## src/rtl/pool_width_solver.sv

```systemverilog
// pool_width_solver: bit-serial inverse of the pool-area function.
// Finds the largest w with f(w) = w*w + floor(CIRC_NUM*w*w >> CIRC_SHIFT) <= A,
// one result bit per clock, MSB first, behind a start/busy/done handshake.
// Optional feature macro: POOL_SOLVER_RANGE_CHK_EN adds the range_err output.
module pool_width_solver #(
  parameter int unsigned W          = 8,
  parameter int unsigned CIRC_NUM   = 201,
  parameter int unsigned CIRC_SHIFT = 8,
  localparam int unsigned AW        = 2 * W + 1
) (
  input  logic          clk,
  input  logic          rst,
  input  logic          start,
  input  logic [AW-1:0] area_in,
  output logic          busy,
  output logic          done,
  output logic [W-1:0]  width_out,
  output logic          exact
`ifdef POOL_SOLVER_RANGE_CHK_EN
  ,
  output logic          range_err
`endif
);

  localparam int unsigned CW = $clog2(CIRC_NUM + 1);
  localparam int unsigned PW = 2 * W + CW;
  localparam int unsigned BW = (W > 1) ? $clog2(W) : 1;

  typedef enum logic [1:0] {
    S_IDLE = 2'd0,
    S_CALC = 2'd1,
    S_DONE = 2'd2
  } state_e;

  // Area of a square of side w plus its inscribed circle (monotonic in w).
  function automatic logic [AW-1:0] f_area(input logic [W-1:0] w);
    logic [2*W-1:0] sq;
    logic [PW-1:0]  prod;
    sq   = (2*W)'(w) * (2*W)'(w);
    prod = PW'(sq) * PW'(CIRC_NUM);
    return AW'(sq) + AW'(prod >> CIRC_SHIFT);
  endfunction

`ifdef POOL_SOLVER_RANGE_CHK_EN
  localparam logic [AW-1:0] F_MAX = f_area({W{1'b1}});
`endif

  state_e         state_q, state_d;
  logic [AW-1:0]  tgt_q, tgt_d;
  logic [W-1:0]   res_q, res_d;
  logic [BW-1:0]  bit_q, bit_d;
  logic           busy_q, busy_d;
  logic           done_q, done_d;
  logic [W-1:0]   width_q, width_d;
  logic           exact_q, exact_d;
`ifdef POOL_SOLVER_RANGE_CHK_EN
  logic           range_err_q, range_err_d;
`endif

  logic [W-1:0]   trial_c;
  logic [W-1:0]   res_next_c;
  logic           fits_c;

  // One greedy search step: keep the trial bit if its area still fits.
  always_comb begin
    trial_c    = res_q | (W'(1) << bit_q);
    fits_c     = (f_area(trial_c) <= tgt_q);
    res_next_c = fits_c ? trial_c : res_q;
  end

  // Next-state and output logic.
  always_comb begin
    state_d = state_q;
    tgt_d   = tgt_q;
    res_d   = res_q;
    bit_d   = bit_q;
    busy_d  = busy_q;
    done_d  = 1'b0;
    width_d = width_q;
    exact_d = exact_q;
`ifdef POOL_SOLVER_RANGE_CHK_EN
    range_err_d = range_err_q;
`endif
    unique case (state_q)
      S_IDLE: begin
        if (start) begin
          tgt_d   = area_in;
          res_d   = '0;
          bit_d   = BW'(W - 1);
          busy_d  = 1'b1;
          state_d = S_CALC;
        end
      end
      S_CALC: begin
        res_d = res_next_c;
        if (bit_q == '0) begin
          width_d = res_next_c;
          exact_d = (f_area(res_next_c) == tgt_q);
`ifdef POOL_SOLVER_RANGE_CHK_EN
          range_err_d = (tgt_q > F_MAX);
`endif
          busy_d  = 1'b0;
          done_d  = 1'b1;
          state_d = S_DONE;
        end else begin
          bit_d = bit_q - BW'(1);
        end
      end
      S_DONE: begin
        state_d = S_IDLE;
      end
      default: begin
        state_d = S_IDLE;
      end
    endcase
  end

  // State and output registers; reset aborts any search in flight.
  always_ff @(posedge clk or negedge rst) begin
    if (!rst) begin
      state_q <= S_IDLE;
      tgt_q   <= '0;
      res_q   <= '0;
      bit_q   <= '0;
      busy_q  <= 1'b0;
      done_q  <= 1'b0;
      width_q <= '0;
      exact_q <= 1'b0;
`ifdef POOL_SOLVER_RANGE_CHK_EN
      range_err_q <= 1'b0;
`endif
    end else begin
      state_q <= state_d;
      tgt_q   <= tgt_d;
      res_q   <= res_d;
      bit_q   <= bit_d;
      busy_q  <= busy_d;
      done_q  <= done_d;
      width_q <= width_d;
      exact_q <= exact_d;
`ifdef POOL_SOLVER_RANGE_CHK_EN
      range_err_q <= range_err_d;
`endif
    end
  end

  assign busy      = busy_q;
  assign done      = done_q;
  assign width_out = width_q;
  assign exact     = exact_q;
`ifdef POOL_SOLVER_RANGE_CHK_EN
  assign range_err = range_err_q;
`endif

endmodule

```

## config.mk

```make
export PLATFORM = sky130hd
export DESIGN_NAME = pool_width_solver
export DESIGN_NICKNAME = d
export VERILOG_FILES = /design/src/rtl/pool_width_solver.sv
export SDC_FILE = /design/constraint.sdc
export NUM_CORES = 1
export LEC_CHECK = 0
export BUFFER_PORTS_ARGS = -buffer_cell sky130_fd_sc_hd__buf_4
export CORE_MARGIN = 2
export CORE_UTILIZATION = 29
export DETAILED_ROUTE_END_ITERATION = 16
export PLACE_DENSITY = 0.48
export SYNTH_ARGS = -nofsm -noshare
export SYNTH_HDL_FRONTEND = slang
export SYNTH_SLANG_ARGS = --single-unit
export TNS_END_PERCENT = 5
```

## constraint.sdc

```tcl
create_clock -name clk -period 19.4 [get_ports clk]
set_input_delay 0.97 -clock clk [delete_from_list [all_inputs] [get_ports clk]]
set_output_delay 0.97 -clock clk [all_outputs]
set_load 0.05 [all_outputs]
```

# == Word-level counts from Yosys, hierarchy flattened ==
# Cells that the tools add are included.
# totals
in_bits,20
ramBits,0
regBits,41
n_memories,0
rom_bits,0
latchBits,0
wordCells,46
# classes
shifts,1
eq_ne,5
muxes,14
bitwise,1
n_div,0
addsub,3
n_mul,4
reduce_logical,9
magnitude_cmp,1
# op_table
operator,count
16-bit by 8-bit multiplier with 24-bit output (second input constant),2
16-bit by 16-bit adder with 17-bit output,2
8-bit by 8-bit multiplier with 16-bit output,2
17-bit == test,1
17-bit less-or-equal comparator,1
8-bit two-way mux,2
8-bit case mux with 2 select lines,1
8-bit bitwise OR,1
2-bit AND reduction,4
1-bit by 3-bit left shift with 8-bit output (first input constant),1
3-bit two-way mux,2
2-bit inequality test (second input constant),3
3-bit case mux with 2 select lines,1
3-bit AND reduction,2
1-bit two-way mux,4
2-bit two-way mux,2
2-bit case mux with 2 select lines,1
3-bit logical NOT,1
3-bit by 1-bit subtractor with 3-bit output (second input constant),1
2-bit by 1-bit == test with 1-bit output (second input constant),1
2-bit logical NOT,1
1-bit case mux with 2 select lines,1
2-bit nonzero test,1

# == Longest topological paths before layout ==
# depth
word_depth,11
depth_mapped,93
depth_no_buf,93

# == Worst setup path after synthesis ==
# Ideal clock, no wire load.
# synth_timing
kind,reg-to-reg
start,reg bit_q[0]
end,reg exact_q (netlist: exact)
path_stages_with_launch,90
required_ps,19305
path_buffers,0
synth_period_minus_slack_ps,18425
slack_ps,975
setup_ps,95
arrival_time_ps,18330
cell_sequence,dfrtp_1 -> inv_1 -> ha_1 -> nor2b_1 -> nor2_1 -> or2_2 -> inv_1 -> fa_1 -> fa_1 -> ha_1 -> inv_1 -> fa_1 -> inv_1 -> ha_1 -> a21oi_1 -> o21a_1 -> nor2_1 -> a21oi_2 -> [54 not listed] -> ha_1 -> o21ai_0 -> nor2_1 -> o311ai_2 -> o311ai_4 -> o41ai_4 -> inv_1 -> a21oi_1 -> xnor2_1 -> ha_1 -> nor3_1 -> a21oi_1 -> nand4_1 -> a2111oi_0 -> nand4_1 -> nor4_1 -> nand3_1 -> o31ai_1
# synth_via
elab_chain_cells,11
word_cells_on_any_way,13
# synth_lines
item,line,text
"start, declared",51,"logic [BW-1:0] bit_q, bit_d;"
"start signal, assigned",136,bit_q <= bit_d;
1-bit by 3-bit left shift with 8-bit output *,66,trial_c = res_q | (W'(1) << bit_q);
8-bit bitwise OR *,66,
8-bit by 8-bit multiplier with 16-bit output,39,sq = (2*W)'(w) * (2*W)'(w);
16-bit by 8-bit multiplier with 24-bit output,40,prod = PW'(sq) * PW'(CIRC_NUM);
16-bit by 16-bit adder with 17-bit output,41,return AW'(sq) + AW'(prod >> CIRC_SHIFT);
17-bit less-or-equal comparator,67,fits_c = (f_area(trial_c) <= tgt_q);
8-bit two-way mux *,68,res_next_c = fits_c ? trial_c : res_q;
named net res_next_c[0],61,logic [W-1:0] res_next_c;
8-bit by 8-bit multiplier with 16-bit output *,39,
16-bit by 8-bit multiplier with 24-bit output,40,
16-bit by 16-bit adder with 17-bit output *,41,
17-bit == test *,98,exact_d = (f_area(res_next_c) == tgt_q);
"end signal, assigned",140,exact_q <= exact_d;
"end, declared",55,"logic exact_q, exact_d;"
# The timed path passes the listed nets; every way through them passes the cells marked *.
# A chain may end at the register's enable or synchronous reset.

# == Final worst setup path ==
# layout_timing
start,reg bit_q[1]
end,reg exact_q (netlist: exact)
# layout_via
elab_chain_cells,11
word_cells_on_any_way,13
# layout_lines
item,line
1-bit by 3-bit left shift with 8-bit output,66
8-bit bitwise OR,66
8-bit by 8-bit multiplier with 16-bit output,39
16-bit by 8-bit multiplier with 24-bit output,40
16-bit by 16-bit adder with 17-bit output,41
17-bit less-or-equal comparator,67
8-bit two-way mux,68
8-bit by 8-bit multiplier with 16-bit output,39
16-bit by 8-bit multiplier with 24-bit output,40
16-bit by 16-bit adder with 17-bit output,41
17-bit == test,98
# Several ways; a longest one is shown, not always the timed one.

==> metrics.yaml <==
cts:
  postCtsHoldBufs: 0
  clock-root-buffer: "clkbuf_16"
  clkTransAtPathRegs_ns: 0.06
  cts_max_level: 2
  cts_buffers: 5
  insertion_delay_ns: 0.30
  cts_tree: "yes"
  cts.sinks: 41
  clockBufferDepth: 2
synthesis:
  async_flop_share_pct: 100
  synth_ff_type: "dfrtp_1"
  ys_seq_area_share_pct: 10.0
  synth_nets: 1526
  avgSynthCellArea_sq_um: 8.58
  synth_area_sq_um: 10300
  yosysWarningCount: 0
  syn-instance-count: 1196
  synth-seq-cells: 41
  synth_cell_types: 75
  synth-edff-count: 0
timing:
  worst_pin_slew_ns: 0.677
  hold_viol_final: 0
  fin_crit_sh_pct: 94.6
  finClkSkew_ns: 0.0138
  slew_viol_final: 0
  max_slew_margin_pct: 54.8
  finalSetupViolCount: 0
  min_period_ns: 18.35
  timing.fmax_mhz: 54.5
global_route:
  overflow: 0
  grt_pass1_wl_mm: 40.7
  antenna_found_initial: 0
  grt_pass1_vias: 8054
  grt_max_degree: 42
  grt_usage_pct: 13.7
finish:
  drive_gt1_share_pct: 15.1
  finalNetCount: 1610
  final_common_cell: "ha_1"
  syn_to_final_growth_pct: 16.2
  num_antenna_cells: 0
  final_cell_mix: "ha_1 (227), inv_1 (172), nor2_1 (97)"
  final_util_pct: 34.3
route:
  dr.pass1.iters: 4
  num_vias: 8189
  wire_per_inst_um: 14.1
  antenna_left: 0
  drc: 0
  drt_iter0_drc: 293
  routed_wl_mm: 24.5
  avgViaCountPerCell: 4.72
worst_setup_path:
  worst_path_most_repeated_cell: "fa_1"
  cp-start-kind: "register"
  worstSetupEndpointType: "register"
  cpPeakStageDelay_ns: 0.58
  required_ns: 19.60
  arrival_ns: 18.55
  cpMaxStageDelayCell: "fa_2"
  crit_fanout: 7
  path_class: "reg -> reg"
floorplan:
  row_count: 68
  ios: 31
  initial_utilization_pct: 29.5
  dieArea_sq_um: 36900
  die_x_um: 192
  die_y_um: 192
  core_area_sq_um: 34700
placed_design:
  io_buffers: 30
  hpwl_mm: 21.4
  place_congestion: 0.798
flow_run:
  cap_violations: 0
run_status:
  status: "finished clean"
min_path:
  worstHoldPathType: "reg -> reg"
-- worst max-delay path, delay by kind of cell (launching register included) --
kind	cells	cell delay, ns
simple gates	17	2.81
fa+ha+maj	22	8.89
flops	1	0.42
buf+inv	11	1.00
compound gates	24	4.40
xor+xnor	5	0.74
-- area by class of cell --
cell class	instances	area, sq um
Tap cell	455	569
Timing Repair Buffer	89	668
Fill cell	3665	22800
Multi-Input combinational cell	961	8830
Sequential cell	41	1030
Inverter	182	687
Clock inverter	3	17.5
Clock buffer	5	125
-- registers in the layout, indices dropped and copies added, names as in the netlist --
name and flops:
bit_q 3, busy 1, done 1, exact 1, res_q 8, state_q 2
tgt_q 17, width_out 8
-- routing by layer --
metal | vias to the layer above | part of all wire [%] | global-route usage (%)
met5 | - | 0 | 0
met4 | 0 | 1.5 | 3.35
met3 | 17 | 1.3 | 0.621
met2 | 61 | 49 | 24.0
met1 | 3866 | 48 | 18.5
li1 | 4245 | - | -
-- synth_stat cells (all sizes together), types with 3 or more instances --
library cell    n  area share (%)
ha            238              29
inv           182             6.7
nor2          105             3.9
nand2          74             2.7
xnor2          73             6.3
fa             72              14
o21ai          70             3.5
a21oi          66             3.3
xor2           43             3.7
dfrtp          41              10
a21o           32             2.3
nor3           19            0.93
a31oi          13            0.79
o21a           13            0.95
clkbuf         12            0.44
nor2b          11            0.67
nand3          10            0.49
a211oi          8            0.73
nand2b          8            0.49
or2             8            0.51
and3            7            0.48
nand4           7            0.43
and2            6            0.37
o31ai           6            0.49
o211ai          5            0.41
o21bai          5            0.37
or3             5            0.30
a21boi          4            0.29
a311o           4            0.39
mux2i           4            0.39
a221oi          3            0.32
a22o            3            0.34
maj3            3            0.30
nand3b          3            0.22
nor4            3            0.33
-- timing repair --
action | in CTS | in global routing
pin swaps | 1 | 22
setup endpoints to repair | 1 | 1
setup buffers | 1 | 11
gates resized for setup | 3 | 77
hold endpoints to repair | 0 | 0
-- metrics by stage --
step | setup slack [ns] | setup TNS, ns | cell area, sq um | cells | hold WS [ns]
floorplan | 0.975 | 0 | 10300 | 1196 | 0.507
global route | -0.0186 | -0.0186 | 11900 | 1736 | 0.509
CTS | 0.00152 | 0 | 11500 | 1725 | 0.489
global placement | 0.0802 | 0 | 11400 | 1716 | 0.463
detailed placement | -0.0325 | -0.0325 | 11400 | 1716 | 0.475
finish | 1.05 | 0 | 11900 | 1736 | 0.484
-- logic make-up (layout without fill, tap and decap cells) --
kind of cell	Yosys count	count (layout)	share of synthesized area, %
simple gates	274	274	12.5
xor+xnor	116	116	9.98
flops	41	41	10.0
mux	5	5	0.500
fa+ha+maj	313	313	43.4
compound gates	253	253	16.5
buf+inv	194	279	7.10
-- final timing paths --
check                      startpoint      endpoint  slack [ns]  cells after the start
setup reg to reg             bit_q[1]         exact        1.05                     79
hold / removal                   busy          busy        0.48                      1
setup / recovery             bit_q[1]         exact        1.05                     79
hold reg to reg                  busy          busy        0.48                      1
max in group asynchronous         rst      bit_q[2]       18.32                      1
min in group asynchronous         rst  width_out[2]        0.65                      1
Power is left out: the tool's default activity adds up to more than one toggle a clock period on the data nets, which glitch-free logic cannot reach.
